==> src/rtl/lsu_mem_ctrl.sv <==
// lsu_mem_ctrl: M-stage load/store sequencer driving a single-outstanding req/gnt/rvalid data bus.
module lsu_mem_ctrl #(
  parameter int TIMEOUT = 64
) (
  input  logic        clk,
  input  logic        rst,
  input  logic        lsu_i_valid,
  input  logic [7:0]  lsu_i_info,
  input  logic [31:0] lsu_i_addr,
  input  logic [31:0] lsu_i_wdata,
  output logic        lsu_o_stall,
  output logic        lsu_o_done,
  output logic [31:0] lsu_o_rdata,
  output logic        lsu_o_exc,
  output logic [1:0]  lsu_o_exc_code,
  output logic        dmem_o_req,
  output logic        dmem_o_we,
  output logic [31:0] dmem_o_addr,
  output logic [31:0] dmem_o_wdata,
  output logic [3:0]  dmem_o_wstrb,
  input  logic        dmem_i_gnt,
  input  logic        dmem_i_rvalid,
  input  logic [31:0] dmem_i_rdata
);
  typedef enum logic [1:0] {IDLE, REQ, WAIT, DONE} state_t;
  state_t state, state_nxt;
  logic [7:0] cnt;
  logic [4:0] ld_op;
  logic [1:0] off;
  logic to_flag;
  logic onehot, is_h, is_w, is_st, mis, launch, mis_exc, busy, done_ok, expire;
  logic [31:0] wdata_f, sh, fmt;
  logic [3:0] wstrb_f;
  always_comb begin
    onehot  = (lsu_i_info != 8'd0) && ((lsu_i_info & (lsu_i_info - 8'd1)) == 8'd0);
    is_h    = lsu_i_info[1] | lsu_i_info[4] | lsu_i_info[6];
    is_w    = lsu_i_info[2] | lsu_i_info[7];
    is_st   = |lsu_i_info[7:5];
    mis     = (is_h & lsu_i_addr[0]) | (is_w & (lsu_i_addr[1:0] != 2'b00));
    launch  = (state == IDLE) & lsu_i_valid & onehot & ~mis;
    mis_exc = (state == IDLE) & lsu_i_valid & onehot & mis;
    busy    = (state == REQ) | (state == WAIT);
    done_ok = ((state == REQ) & dmem_i_gnt & dmem_i_rvalid) | ((state == WAIT) & dmem_i_rvalid);
    // Completion in the final counted cycle wins over the timeout
    expire  = busy & (cnt == 8'(TIMEOUT - 1)) & ~done_ok;
    state_nxt = state == IDLE ? (launch ? REQ : IDLE) :
                state == REQ  ? ((done_ok | expire) ? DONE : dmem_i_gnt ? WAIT : REQ) :
                state == WAIT ? ((done_ok | expire) ? DONE : WAIT) : IDLE;
    wdata_f = lsu_i_info[5] ? {4{lsu_i_wdata[7:0]}} :
              lsu_i_info[6] ? {2{lsu_i_wdata[15:0]}} : lsu_i_wdata;
    wstrb_f = lsu_i_info[5] ? 4'b0001 << lsu_i_addr[1:0] :
              lsu_i_info[6] ? (lsu_i_addr[1] ? 4'b1100 : 4'b0011) :
              lsu_i_info[7] ? 4'b1111 : 4'b0000;
    sh  = dmem_i_rdata >> {off, 3'b000};
    fmt = ld_op[0] ? {{24{sh[7]}}, sh[7:0]} :
          ld_op[3] ? {24'd0, sh[7:0]} :
          ld_op[1] ? {{16{sh[15]}}, sh[15:0]} :
          ld_op[4] ? {16'd0, sh[15:0]} :
          ld_op[2] ? sh : 32'd0;
  end
  always_ff @(posedge clk or posedge rst) begin
    if (rst) begin
      state        <= IDLE;
      cnt          <= '0;
      ld_op        <= '0;
      off          <= '0;
      to_flag      <= 1'b0;
      dmem_o_we    <= 1'b0;
      dmem_o_addr  <= '0;
      dmem_o_wdata <= '0;
      dmem_o_wstrb <= '0;
      lsu_o_rdata  <= '0;
    end else begin
      state <= state_nxt;
      if (launch) begin
        dmem_o_we    <= is_st;
        dmem_o_addr  <= {lsu_i_addr[31:2], 2'b00};
        dmem_o_wdata <= wdata_f;
        dmem_o_wstrb <= wstrb_f;
        ld_op        <= lsu_i_info[4:0];
        off          <= lsu_i_addr[1:0];
        cnt          <= '0;
        to_flag      <= 1'b0;
      end
      if (busy) cnt <= cnt + 8'd1;
      if (done_ok) lsu_o_rdata <= fmt;
      else if (expire) begin
        lsu_o_rdata <= '0;
        to_flag     <= 1'b1;
      end
    end
  end
  assign dmem_o_req     = state == REQ;
  assign lsu_o_done     = state == DONE;
  assign lsu_o_stall    = launch | busy;
  assign lsu_o_exc      = mis_exc | (lsu_o_done & to_flag);
  assign lsu_o_exc_code = mis_exc ? (is_st ? 2'b10 : 2'b01) : (lsu_o_done & to_flag) ? 2'b11 : 2'b00;
endmodule

==> config.mk <==
export PLATFORM = sky130hd
export DESIGN_NAME = lsu_mem_ctrl
export DESIGN_NICKNAME = d
export VERILOG_FILES = /design/src/rtl/lsu_mem_ctrl.sv
export SDC_FILE = /design/constraint.sdc
export NUM_CORES = 1
export LEC_CHECK = 0
export ABC_CLOCK_PERIOD_IN_PS = 3900
export CORE_MARGIN = 4
export CORE_UTILIZATION = 41
export CTS_CLUSTER_SIZE = 24
export DETAILED_ROUTE_END_ITERATION = 7
export PLACE_DENSITY = 0.86
export SLEW_MARGIN = 30
export SYNTH_ARGS = -nofsm -noshare
export SYNTH_HDL_FRONTEND = slang
export SYNTH_SLANG_ARGS = --single-unit
==> constraint.sdc <==
create_clock -name clk -period 3.9 [get_ports clk]
set_input_delay 0.78 -clock clk [delete_from_list [all_inputs] [get_ports clk]]
set_output_delay 0.78 -clock clk [all_outputs]
set_load 0.05 [all_outputs]
# ---- Word-level counts from Yosys, hierarchy flattened
# Cells that the tools add are included.
dict set report totals {
  regBits 117
  inputBits 109
  out_inout_bits 107
  wordCells 78
}
dict set report op_classes {
  add_sub_neg 2
  eq_ne 4
  shifts 2
  n_mux 28
  bitwise 24
  n_reduce_logical 8
}
# operator count
set ops {}
lappend ops {{$mux W32} 9}
lappend ops {{$shr A32 B5 Y32} 1}
lappend ops {{$mux W2} 8}
lappend ops {{$mux W4} 4}
lappend ops {{$mux W8} 2}
lappend ops {{$and A1 B1 Y1} 12}
lappend ops {{$or A1 B1 Y1} 9}
lappend ops {{$add A8 B1 Y8 const B} 1}
lappend ops {{$and A8 B8 Y8} 1}
lappend ops {{$eq A8 B6 Y1 const B} 1}
lappend ops {{$logic_not A8 Y1} 1}
lappend ops {{$reduce_bool A8 Y1} 1}
lappend ops {{$sub A8 B1 Y8 const B} 1}
lappend ops {{$reduce_bool A2 Y1} 3}
lappend ops {{$mux W1} 5}
lappend ops {{$eq A2 B2 Y1 const B} 2}
lappend ops {{$shl A1 B2 Y4 const A} 1}
lappend ops {{$reduce_or A3 Y1} 1}
lappend ops {{$eq A2 B1 Y1 const B} 1}
lappend ops {{$logic_not A2 Y1} 1}
lappend ops {{$not A1 Y1} 2}
lappend ops {{$logic_and A1 B1 Y1} 1}

# ---- Depth between registers and ports, before layout
dict set report logic_depth {
  word_depth 11
  mapped_depth 8
  ltp_nobuf 7
}

# ---- Worst setup path after synthesis
# No wires, ideal clock.
dict set report synth_timing {
  path_type {in2out}
  from {input port lsu_i_info[6]}
  to {output port lsu_o_exc_code[0]}
  arrival_time_ps 2315
  required_ps 3120
  setup_slack_ps 805
  path_stages 4
  path_buffers 2
  cell_sequence {buf_2 > buf_1 > or3_1 > o21bai_1}
}
dict set report synth_between {
  elab_chain_cells 7
  word_cells_on_any_way 13
  cone_classes {add/sub (1); mux (2); bitwise (6); reduce/logical (4)}
}
# element line_no
set synth_lines {}
lappend synth_lines {{start, declared} 8} ;# input logic [7:0] lsu_i_info,
lappend synth_lines {{$sub A8 B1 Y8} 35} ;# onehot = (lsu_i_info != 8'd0) && ((lsu_i_info & (lsu_i_info - 8'd1)) == 8'd0);
lappend synth_lines {{$and A8 B8 Y8} 35}
lappend synth_lines {{$logic_not A8 Y1} 35}
lappend synth_lines {{$logic_and A1 B1 Y1} 35}
lappend synth_lines {{$and A1 B1 Y1 (2 in a row)} 41} ;# mis_exc = (state == IDLE) & lsu_i_valid & onehot & mis;
lappend synth_lines {{$mux W2 *} 97} ;# assign lsu_o_exc_code = mis_exc ? (is_st ? 2'b10 : 2'b01) : (lsu_o_done & to_flag) ? 2'b11 : 2'b00;
lappend synth_lines {{end, declared} 15} ;# output logic [1:0] lsu_o_exc_code,
# Mark *: on every way between the ends. The rest lies on a longest branch, timed or not.

# ---- Worst setup path after layout
dict set report layout_timing {
  from {input port lsu_i_info[0]}
  to {output port lsu_o_exc_code[0]}
}
dict set report layout_between {
  elab_chain_cells 7
  word_cells_on_any_way 8
  cone_classes {add/sub (1); mux (1); bitwise (3); reduce/logical (3)}
}
# element line_no
set layout_lines {}
lappend layout_lines {{$sub A8 B1 Y8} 35}
lappend layout_lines {{$and A8 B8 Y8} 35}
lappend layout_lines {{$logic_not A8 Y1} 35}
lappend layout_lines {{$logic_and A1 B1 Y1 *} 35}
lappend layout_lines {{$and A1 B1 Y1 * (2 in a row)} 41}
lappend layout_lines {{$mux W2 *} 97}
# Marks and branches as above.

==> reports/qor.txt <==
Status - finished clean
Initial DRT Pass Iterations - 5
Die width - 128 um
Vias - 4924
Slew of the pin with the lowest slew margin - 832 ps
Share of cells above drive strength 1 - 17.9%
# DRC - 0
Worst skew pair latency - 410 ps
Worst hold path class - register to register
Nature of the critical path endpoint - output port
F_max - 0.284 GHz
Post-Synthesis Cells - 509
CTS Buf Count - 17
# hold bufs at CTS - 0
Full die area - 16400 sq um
CTS tree - yes
GP Congestion - 0.959
Placed Area - 8140 sq um
Worst Setup Start Kind - input pin
Max Clock Skew - 11.2 ps
I/O Buffers - 213
Final Setup Violations - 0
CP required - 3120 ps
Initial Utilization - 42.1%
Setup bufs post-CTS - 0
Async SR Flop Fraction - 100%
Max_cap viols - 0
Vias/cell - 5.41
Part of the Yosys area used for sequential elements - 49.7%
Flops & latches, synth - 117
Post-route ant nets - 0
IO Pins - 216
Grt total ovfl - 0
Global route hottest layer - met2
Avg WL per Cell - 19.1 um
Met3 usage - 9.38%
Synthesis warning total - 0
Number of distinct library cells after synthesis - 48
Total negative slack - 0 ps
Post-synthesis cell area - 5890 sq um
Worst path slowest cell - clkdlybuf4s50_1
Diodes inserted - 0
P&R area growth vs syn - 48.2%
Core footprint - 14000 sq um
Period utilization - 90.3%
CP delay by family, top - simple AND/OR/NAND/NOR gates
Relative slew margins - 44.1%
Critical Path AT - 2740 ps
Worst-path clk slew - 50 ps
First-pass GRT wire length - 27.1 mm
Max Slew Vio Count - 0
Initial antenna violation count - 0
Clock root buffer - clkbuf_16
Worst VDD drop - 0.000329 V
CTS resizes - 0
Pre-CTS setup slack - 415 ps
CP Class - input pin to output port
EDFF count, synth - 0
CP peak stage delay - 510 ps
Vias in the first global route - 5091
Final nets - 831
Hpwl dp - 12.7 mm
Final Hold Fails - 0
Setup repair after global routing missed its margin - false
CTS sink count - 117
Final Instance Area - 8730 sq um
CTS Buffer Depth - 2
Cell Chain, Critical Path - clkdlybuf4s50_1 -> nor4_2 -> nand3b_1 -> a31oi_2 -> nand2_1 -> o21bai_1 -> buf_12
GR Layer Usage met1 - 25.4%
All-Layer GR Usage - 21.3%
Pin count of the biggest net entering global routing - 85
Crit Path Max Fanout - 4
Main synth FF type - dfrtp_1
Drt total wl - 17.4 mm
Routing usage on met2 - 34.5%
Rows - 43
Final Worst Setup Slack - 378 ps
Avg Inst Size Synth - 11.6 sq um
H-tree depth - 4
Fin util - 62.4%
Buf/Inv on CP - 2
Leakage power - 3.85 nW
Post-route minimum period - 3520 ps
DRT iter0 DRCs - 392
PD cells - 419 nW/um^2
Die Ht - 128 um
-- layout by cell type (no fill, tap or decap), types with 10 or more instances in the layout --
cell,n
nor2_1,10
o21ai_0,45
mux2_4,36
clkdlybuf4s50_1,209
a21oi_1,21
dfrtp_1,116
nand2_1,67
clkbuf_16,17
mux2i_1,34
mux2_2,44
inv_1,18
-- final timing paths --
check                      depth (start not counted)                 to  slack [ps]       startpoint
min reg2reg                                        2    lsu_o_rdata[15]         490  lsu_o_rdata[15]
min in group asynchronous                          2    dmem_o_addr[27]         760              rst
max                                                7  lsu_o_exc_code[0]         380    lsu_i_info[0]
max in group asynchronous                          3             off[1]        2310              rst
min                                                2    lsu_o_rdata[15]         490  lsu_o_rdata[15]
max reg2reg                                        7   dmem_o_wdata[26]        1510         state[0]
-- flip-flops by register name (all words and copies together), names as in the netlist --
signal	cells
cnt	8
dmem_o_wstrb	4
to_flag	1
lsu_o_rdata	32
dmem_o_addr	30
ld_op	5
off	2
dmem_o_wdata	32
state	2
dmem_o_we	1
-- routing by layer --
metal  vias to the layer above  share of wire, %
li1                       2235                 -
met1                      2392                39
met2                       270                49
met3                        27                11
met4                         0               1.6
met5                         -                 0
-- stage by stage --
stage          std cells  total power, mW  hold WS, ps
2_1_floorplan        510             1.80          486
3_3_place_gp         878             2.11          479
3_5_place_dp         878             2.13          483
4_1_cts              910             3.69          498
5_1_grt              910             3.81          516
6_report             910             3.66          491
-- worst min-delay path, cell delays in order, from the launching register on --
cell and delay, ps:
dfrtp_1 350, nand2_1 50, o21ai_0 60
-- synthesized netlist by cell type (4+ instances only) --
cell type,n,area share (%)
o22ai_1,6,0.64
clkbuf_1,14,0.89
xor2_1,4,0.59
o21ai_0,45,3.8
a221o_1,8,1.4
a21oi_1,22,1.9
dfrtp_1,117,50
mux2i_1,34,5.8
buf_4,5,0.64
a21o_1,4,0.51
buf_2,5,0.42
buf_12,5,1.7
mux2_4,36,9.2
a32o_1,7,1.2
o211ai_1,8,1.0
nand3_1,6,0.51
mux2_2,44,8.4
ha_1,5,1.1
nor2_1,10,0.64
nand2_1,67,4.3
inv_1,19,1.2
-- cells by family (layout without fill, tap and decap cells) --
family / after synthesis / count (layout) / synth area share [%]
compound gates: 112 / 112 / 12.0
xor+xnor: 7 / 7 / 1.04
fa+ha+maj: 5 / 5 / 1.06
buf+inv: 51 / 271 / 5.05
flops: 117 / 117 / 49.7
mux: 114 / 114 / 23.4
other cells: 1 / 2 / 0.0636
simple gates: 102 / 102 / 7.71
-- final cells by class --
cell class,instances,area (sq um)
inverters,20,77.6
repair buffers,219,2230
well taps,180,225
flip-flops and latches,117,2930
clock buffers,24,502
fillers,1044,5250
multi-input cells,342,2680
clock inverters,8,96.3
-- power breakdown --
part | switching (mW) | internal, mW
sequential | 0.0604 | 1.29
combinational | 0.432 | 0.327
clock | 0.529 | 1.02
Note: power is estimated with default switching activity, not from simulation.
